<file path="src/rtl/osd_pkg.sv">
// osd_pkg: shared OSD types, glyph geometry, default RAM bases and window compare
package osd_pkg;
  typedef enum logic [1:0] {IDLE, CHR, FNT, LOAD} fetch_state_t;
  localparam int GLYPH_W = 8;
  localparam int GLYPH_H = 8;
  localparam logic [10:0] DEF_TEXT_BASE = 11'h000;
  localparam logic [10:0] DEF_FONT_BASE = 11'h400;
  function automatic logic win_cmp(input logic [10:0] pos, input logic [10:0] lo, input logic [11:0] span);
    return ({1'b0, pos} >= {1'b0, lo}) && ({1'b0, pos} < {1'b0, lo} + span);
  endfunction
endpackage

</file>
<file path="src/rtl/osd_cell_fetch.sv">
// osd_cell_fetch: three-clock char/font fetch FSM driving RAM port B into the next-row buffer
module osd_cell_fetch
  import osd_pkg::*;
#(
  parameter logic [10:0] FONT_BASE = DEF_FONT_BASE
) (
  input  logic        clk,
  input  logic        reset,
  input  logic        req,
  input  logic [10:0] text_adr,
  input  logic [2:0]  grow,
  output logic [10:0] ram_adr,
  output logic        ram_ce,
  input  logic [7:0]  ram_dout,
  output logic [7:0]  nxt_row,
  output logic        nxt_inv,
  output logic        fetch_err
);
  fetch_state_t state, state_nx;
  logic [10:0] adr_q;
  logic code_inv;
  // state register; reset aborts any fetch in flight
  always_ff @(posedge clk) begin
    if (reset) state <= IDLE;
    else state <= state_nx;
  end
  // next state and RAM port; font address uses the char code straight off the RAM
  always_comb begin
    state_nx = state == IDLE ? (req ? CHR : IDLE) : state == CHR ? FNT : state == FNT ? LOAD : IDLE;
    ram_ce = state == CHR || state == FNT;
    ram_adr = state == CHR ? adr_q : state == FNT ? FONT_BASE + {1'b0, ram_dout[6:0], grow} : 11'd0;
  end
  // request capture, code latch, next-row load and sticky overrun flag
  always_ff @(posedge clk) begin
    if (reset) begin
      adr_q <= '0;
      code_inv <= 1'b0;
      nxt_row <= '0;
      nxt_inv <= 1'b0;
      fetch_err <= 1'b0;
    end else begin
      if (req && state == IDLE) adr_q <= text_adr;
      if (req && state != IDLE) fetch_err <= 1'b1;
      if (state == FNT) code_inv <= ram_dout[7];
      if (state == LOAD) begin
        nxt_row <= ram_dout;
        nxt_inv <= code_inv;
      end
    end
  end
endmodule

</file>
<file path="src/rtl/osd_menu_renderer.sv">
// osd_menu_renderer: scanline text overlay from menu RAM; OSD_BORDER_EN adds a 1-pixel window frame
module osd_menu_renderer
  import osd_pkg::*;
#(
  parameter int          COLS      = 32,
  parameter int          ROWS      = 16,
  parameter int          X0        = 64,
  parameter int          Y0        = 48,
  parameter logic [10:0] TEXT_BASE = DEF_TEXT_BASE,
  parameter logic [10:0] FONT_BASE = DEF_FONT_BASE
) (
  input  logic        clk,
  input  logic        reset,
  input  logic        osd_en,
  input  logic        pix_ce,
  input  logic        line_start,
  input  logic [10:0] h_pos,
  input  logic [10:0] v_pos,
  output logic [10:0] ram_adr,
  output logic        ram_ce,
  input  logic [7:0]  ram_dout,
  output logic        osd_active,
  output logic        osd_pix,
  output logic        fetch_err
);
  localparam logic [11:0] WIN_W = 12'(GLYPH_W * COLS);
  localparam logic [11:0] WIN_H = 12'(GLYPH_H * ROWS);
  logic [10:0] wx, wy, text_adr;
  logic [7:0] col, fcol, nxt_row, cur_row;
  logic [2:0] sub;
  logic line_in, h_in, in_win, col_ok, req, xfer, frame, active_nx, pix_nx, nxt_inv, cur_inv;
  assign wx = h_pos - 11'(X0);
  assign wy = v_pos - 11'(Y0);
  assign col = wx[10:3];
  assign sub = wx[2:0];
  assign line_in = win_cmp(v_pos, 11'(Y0), WIN_H);
  assign h_in = win_cmp(h_pos, 11'(X0), WIN_W);
  assign in_win = line_in & h_in;
  assign col_ok = col < 8'(COLS - 1);
  assign req = (line_start & line_in) | (pix_ce & in_win & sub == 3'd0 & col_ok);
  assign fcol = line_start ? 8'd0 : col + 8'd1;
  assign text_adr = TEXT_BASE + {3'b0, wy[10:3]} * 11'(COLS) + {3'b0, fcol};
  assign xfer = pix_ce & line_in & (h_pos == 11'(X0 - 1) | (h_in & sub == 3'd7 & col_ok));
`ifdef OSD_BORDER_EN
  assign frame = (win_cmp(v_pos, 11'(Y0 - 1), WIN_H + 12'd2) & (h_pos == 11'(X0 - 1) | h_pos == 11'(X0 + GLYPH_W * COLS)))
               | (win_cmp(h_pos, 11'(X0 - 1), WIN_W + 12'd2) & (v_pos == 11'(Y0 - 1) | v_pos == 11'(Y0 + GLYPH_H * ROWS)));
`else
  assign frame = 1'b0;
`endif
  assign active_nx = osd_en & (in_win | frame);
  assign pix_nx = osd_en & (frame | (in_win & (cur_row[sub] ^ cur_inv)));
  osd_cell_fetch #(.FONT_BASE(FONT_BASE)) u_fetch (
    .clk(clk),
    .reset(reset),
    .req(req),
    .text_adr(text_adr),
    .grow(wy[2:0]),
    .ram_adr(ram_adr),
    .ram_ce(ram_ce),
    .ram_dout(ram_dout),
    .nxt_row(nxt_row),
    .nxt_inv(nxt_inv),
    .fetch_err(fetch_err)
  );
  // current-row transfer and pixel output registers, updated one clock after each strobe
  always_ff @(posedge clk) begin
    if (reset) begin
      cur_row <= '0;
      cur_inv <= 1'b0;
      osd_active <= 1'b0;
      osd_pix <= 1'b0;
    end else begin
      if (xfer) begin
        cur_row <= nxt_row;
        cur_inv <= nxt_inv;
      end
      if (pix_ce) begin
        osd_active <= active_nx;
        osd_pix <= pix_nx;
      end
    end
  end
endmodule
</file>
<file path="config.mk">
export PLATFORM = sky130hd
export DESIGN_NAME = osd_menu_renderer
export DESIGN_NICKNAME = d
export VERILOG_FILES = /design/src/rtl/osd_pkg.sv /design/src/rtl/osd_cell_fetch.sv /design/src/rtl/osd_menu_renderer.sv
export SDC_FILE = /design/constraint.sdc
export NUM_CORES = 1
export LEC_CHECK = 0
export CAP_MARGIN = 20
export CORE_MARGIN = 10
export CORE_UTILIZATION = 35
export DETAILED_ROUTE_END_ITERATION = 12
export GPL_TIMING_DRIVEN = 0
export PLACE_DENSITY_LB_ADDON = 0.25
export SLEW_MARGIN = 40
export SYNTH_ARGS = -nofsm -noshare
export SYNTH_HDL_FRONTEND = slang
export SYNTH_HIERARCHICAL = 1
export SYNTH_SLANG_ARGS = --single-unit
</file>
<file path="constraint.sdc">
create_clock -name clk -period 8.2 [get_ports clk]
set_clock_uncertainty 0.2 [all_clocks]
set_input_delay 1.23 -clock clk [delete_from_list [all_inputs] [get_ports clk]]
set_output_delay 1.23 -clock clk [all_outputs]
set_load 0.02 [all_outputs]
</file>
## Word-level counts from Yosys, hierarchy flattened

Cells that the tools add are included.

| storage, ports and cells | value |
|---|---|
| bits in registers | 35 |
| input port bits | 35 |
| output and inout port bits | 15 |
| word-level logic and storage cells | 58 |

| cells by class | value |
|---|---|
| $add $sub $neg | 5 |
| order comparisons | 6 |
| equality and inequality tests | 5 |
| multiplexer cells | 9 |
| bitwise gates (word level) | 15 |
| reduce and logical (&&, ||, !) cells | 8 |

Operators with widths:

| operator | number |
|---|---|
| 2-to-1 mux 11 bit | 2 |
| bitwise AND 1 bit | 12 |
| adder 11 x 10 -> 11 bit (first input constant) | 1 |
| adder 11 x 8 -> 11 bit | 1 |
| equality test 11 x 6 -> 1 bit (second input constant) | 1 |
| greater-or-equal comparator 11 x 6 -> 1 bit (second input constant) | 1 |
| greater-or-equal comparator 11 x 7 -> 1 bit (second input constant) | 1 |
| less-than comparator 11 x 8 -> 1 bit (second input constant) | 1 |
| less-than comparator 11 x 9 -> 1 bit (second input constant) | 1 |
| subtractor 11 x 7 -> 11 bit (second input constant) | 1 |
| subtractor 9 x 6 -> 9 bit (second input constant) | 1 |
| adder 8 x 1 -> 8 bit (second input constant) | 1 |
| less-than comparator 8 x 5 -> 1 bit (second input constant) | 1 |
| 2-to-1 mux 8 bit | 1 |
| 2-to-1 mux 2 bit | 3 |
| equality test 2 bit (second input constant) | 2 |
| logical AND 1 bit | 4 |
| less-than comparator 3 x 4 -> 1 bit (second input constant) | 1 |
| binary-select mux 1 bit (select 3 bit) | 1 |
| equality test 3 bit (second input constant) | 1 |
| logical NOT 3 bit | 1 |
| equality test 2 x 1 -> 1 bit (second input constant) | 1 |
| logical NOT 2 bit | 1 |
| 2-to-1 mux 1 bit | 2 |
| other kinds (4) | 5 |

## Logic depth before layout (Yosys ltp)

Gate-level depths: netlist (run 1).

| depth | value |
|---|---|
| depth after elaboration | 9 |
| mapped depth | 14 |
| gate-level depth less buffers | 14 |

## Modules after synthesis

Netlist (run 1), hierarchy kept.

Modules (own cells, without submodules):

| module | instances | cells an instance | area an instance (um^2) | seq. area each (um^2) |
|---|---|---|---|---|
| osd_menu_renderer | 1 | 163 | 1328.8 | 220.2 |
| osd_cell_fetch | 1 | 127 | 1197.4 | 480.5 |

## Worst setup path before layout (run 1)

Ideal clock, no wire load.

| path | value |
|---|---|
| kind | input to register |
| start | input port h_pos[7] |
| end | register u_fetch.adr_q[10] |
| setup time | 70 ps |
| arrival time | 3781 ps |
| path slack | 4149 ps |
| stages | 14 |
| cell sequence | inv_1 > ha_1 > xor2_1 > nand2_1 > xnor2_1 > nor2b_1 > ha_1 > a21o_1 > a21oi_1 > mux2_2 > o32ai_1 > xor2_1 > nand3_1 > a21oi_1 |

| between the ends | value |
|---|---|
| elaborated cells on any way between the ends | 14 |
| those cells by class | add/sub (3); order compare (3); mux (1); bitwise (5); reduce/logical (2) |

RTL lines:

| element | line | text |
|---|---|---|
| start, declared | osd_menu_renderer.sv:17 | `input logic [10:0] h_pos,` |
| subtractor 11 x 7 -> 11 bit | osd_menu_renderer.sv:32 | `assign wx = h_pos - 11'(X0);` |
| adder 8 x 1 -> 8 bit | osd_menu_renderer.sv:41 | `assign fcol = line_start ? 8'd0 : col + 8'd1;` |
| 2-to-1 mux 8 bit | osd_menu_renderer.sv:41 |  |
| adder 11 x 8 -> 11 bit | osd_menu_renderer.sv:42 | `assign text_adr = TEXT_BASE + {3'b0, wy[10:3]} * 11'(COLS) + {3'b0, fcol};` |
| net text_adr[10] | osd_menu_renderer.sv:28 | `logic [10:0] wx, wy, text_adr;` |
| end signal, assigned | osd_cell_fetch.sv:42 | `if (req && state == IDLE) adr_q <= text_adr;` |
| end, declared | osd_cell_fetch.sv:20 | `logic [10:0] adr_q;` |

The timed path passes the listed nets, and every way through them passes these cells.
A chain may end at the register's enable or synchronous reset.

## Worst setup path after layout (run 1)

| path | value |
|---|---|
| start | input port h_pos[6] |
| end | register u_fetch.adr_q[10] |

The elaborated chain is that of the path after synthesis.

==> impl_metrics.tcl, run 1 <==
set metrics [dict create \
    dp_hpwl_um 5360 \
    finalCriticalPeriod_ps 4860 \
    routed_wl_um 6860 \
    remaining_drc_errors 0 \
    top_usage_layer "met2" \
    nNetsFinal 395 \
    synth_enable_flop_cells 0 \
    syn_area_um2 2530 \
    clk_pin_slew_worst_paths_ps 70 \
    num_vias 2223 \
    syn2layout_area_growth_pct 28.1 \
    antenna_found_initial 0 \
    setup_viol 0 \
    ir_worst_vdd_uv 72.1 \
    postRouteAntennaNets 0 \
    slew_violations 0 \
    via_per_inst 5.03 \
    cellPowerDensity_nw_per_um2 116 \
    num_rows 30 \
    syn_area_per_cell_um2 8.71 \
    cts_resized 0 \
    cts_setup_buffers 0 \
    start_kind "input port" \
    core_area_um2 6910 \
    cap_violations 0 \
    grt_pass1_wl_um 11600 \
    yosys.area.top_type "dfxtp_1" \
    cp-end-kind "flop" \
    cp_max_fo 7 \
    drt_iter0_markers 147 \
    clk_latency_ps 290 \
    fin_crit_sh_pct 59.2 \
    worstMarginPinSlew_ps 591 \
    htreeDepth 2 \
    ys_ff_latch 35 \
    ys_seq_area_share_pct 27.7 \
    p_leak_nw 1.15 \
    grtUsageTotal_pct 12.6 \
    required_ps 8220 \
    critPathKind "input port to flop" \
    rsz0062_at_grt "false" \
    start_util_pct 36.6 \
    max_freq_mhz 206 \
    root_buffer "clkbuf_8" \
    cts_hold_buf 0 \
    first_pass_iters 4 \
    layout-drive-gt1-share_pct 11.0 \
    gr-total-overflow 0 \
    timing_hold_violations_final 0 \
    gp_congestion 0.798 \
    tns_ps 0 \
    grt_pass1_vias 2316 \
    place.port_buffers 48 \
    synthesis.nets 340 \
    ys.flop_type "dfxtp_1" \
    syn_inst 290 \
    io_pins 50 \
    cts_buffers 5 \
    min_path_type "flop to flop" \
    status "finished clean" \
    numClockSinks 35 \
    synth.distinct_cells 40 \
    relSlewSlack_pct 60.3 \
    grt_max_degree 11 \
    cts_max_path_buffers 2 \
    synth_warnings 6 \
    arrival_ps 4880 \
    use_met3_pct 2.89 \
    wl_per_cell_um 15.5 \
    dieArea_um2 11000 \
    globalRouteMet2Util_pct 20.1 \
    cts_tree "done" \
    diodes 0 \
    dieWidth_um 105 \
    synth_commonest_cells "dfxtp_1, nand3_1, mux2i_1" \
    die_y_um 105 \
    finalCoreUtilization_pct 46.8 \
    synth_top_cell_area_share_pct 27.7 \
    yosysMostFrequentCell "dfxtp_1" \
    netlist_top_cells_area "dfxtp_1, mux2i_1, ha_1" \
    use_met1_pct 16.8 \
    async_flop_share_pct 0 \
    fill_cells 682 \
    total_power_mw 0.377 \
    fin_hold_ws_ps 271 \
]
-- final cells by class --
cell class,instances,area [um2],area share (%)
Multi-Input combinational cell,224,1640,50.8
Timing Repair Buffer,48,480,14.8
Tap cell,96,120,3.71
Clock buffer,8,100,3.09
Inverter,12,45.0,1.39
Buffer,19,145,4.49
Sequential cell,35,701,21.7
-- worst max-delay path, stage by stage --
cell and delay [ps]:
clkdlybuf4s50_1 610, inv_1 100, ha_1 250, xor2_1 390, nand2_1 130, xnor2_1 150
nor2b_1 150, ha_1 290, a21o_1 180, a21oi_1 300, mux2_2 380, o32ai_1 270
xor2_1 230, nand3_1 100, a21oi_1 120
-- flip-flops by register name (all words and copies together) (netlist names) --
signal,count
cur_row,8
u_fetch/code_inv,1
u_fetch/fetch_err,1
u_fetch/nxt_row,8
osd_pix,1
u_fetch/adr_q,11
u_fetch/state,2
cur_inv,1
u_fetch/nxt_inv,1
osd_active,1
-- metrics by stage --
step / std cells / setup slack, ps / cell area (um2)
after floorplan: 290 / 4150 / 2530
after global placement: 434 / 3190 / 3130
after detailed placement: 434 / 3060 / 3140
after CTS: 442 / 3330 / 3240
after global routing: 442 / 3080 / 3240
final: 442 / 3340 / 3240
-- worst paths after layout --
path	startpoint	end	slack (ps)	depth (start not counted)
worst max-delay path	h_pos[6]	u_fetch/adr_q[10]	3340	15
worst max register to register	cur_row[6]	osd_pix	6580	5
worst min register to register	u_fetch/fetch_err	u_fetch/fetch_err	270	2
worst min-delay path	u_fetch/fetch_err	u_fetch/fetch_err	270	2
-- per-layer routing --
layer | share of wire (%) | vias to the layer above
met4 | 1.4 | 0
li1 | - | 1132
met1 | 49 | 1029
met5 | 0 | -
met2 | 46 | 52
met3 | 3.5 | 10
-- cell families after synthesis --
family	Yosys count	synth area share, %
AND/OR/NAND/NOR	124	27.5
buffers and inverters	31	7.53
flip-flops	35	27.7
multiplexers	26	11.4
AO/OA/AOI/OAI	45	13.3
XOR/XNOR	14	4.85
adder cells (fa/ha/maj)	15	7.73
-- power breakdown --
part | internal [mW] | switching, mW
Combinational | 0.0318 | 0.0318
Clock | 0.0768 | 0.0651
Sequential | 0.171 | 0.000537
Total | 0.279 | 0.0975
-- layout by cell type (no fill, tap or decap), types with 8 or more instances in the layout --
cell type and count:
a21bo_1 8, a21oi_1 9, a21oi_2 8, clkdlybuf4s50_1 48, dfxtp_1 35, ha_1 14
inv_1 12, mux2i_1 22, nand2_1 17, nand3_1 33, nand4b_1 10, nor2_1 20
nor2b_1 14, nor3b_1 10, o21ai_0 9, xnor2_1 9
(Power assumes the default switching activity.)
==> run 2, diff against run 1 <==
==> constraint.sdc (replaced) <==
create_clock -name clk -period 5 [get_ports clk]
set_clock_uncertainty 0.2 [all_clocks]
set_input_delay 0.75 -clock clk [delete_from_list [all_inputs] [get_ports clk]]
set_output_delay 0.75 -clock clk [all_outputs]
set_load 0.02 [all_outputs]
==> results of run 2 <==
The final DEF is identical to that of run 1. Status: finished clean.
Among the figures that moved: setup slack after placement 3060 ps -> 342 ps; setup slack after layout 3340 ps -> 624 ps; register-to-register setup slack 6580 ps -> 3380 ps; total power 0.377 mW -> 0.618 mW; worst IR drop on VDD 72.1 uV -> 118 uV
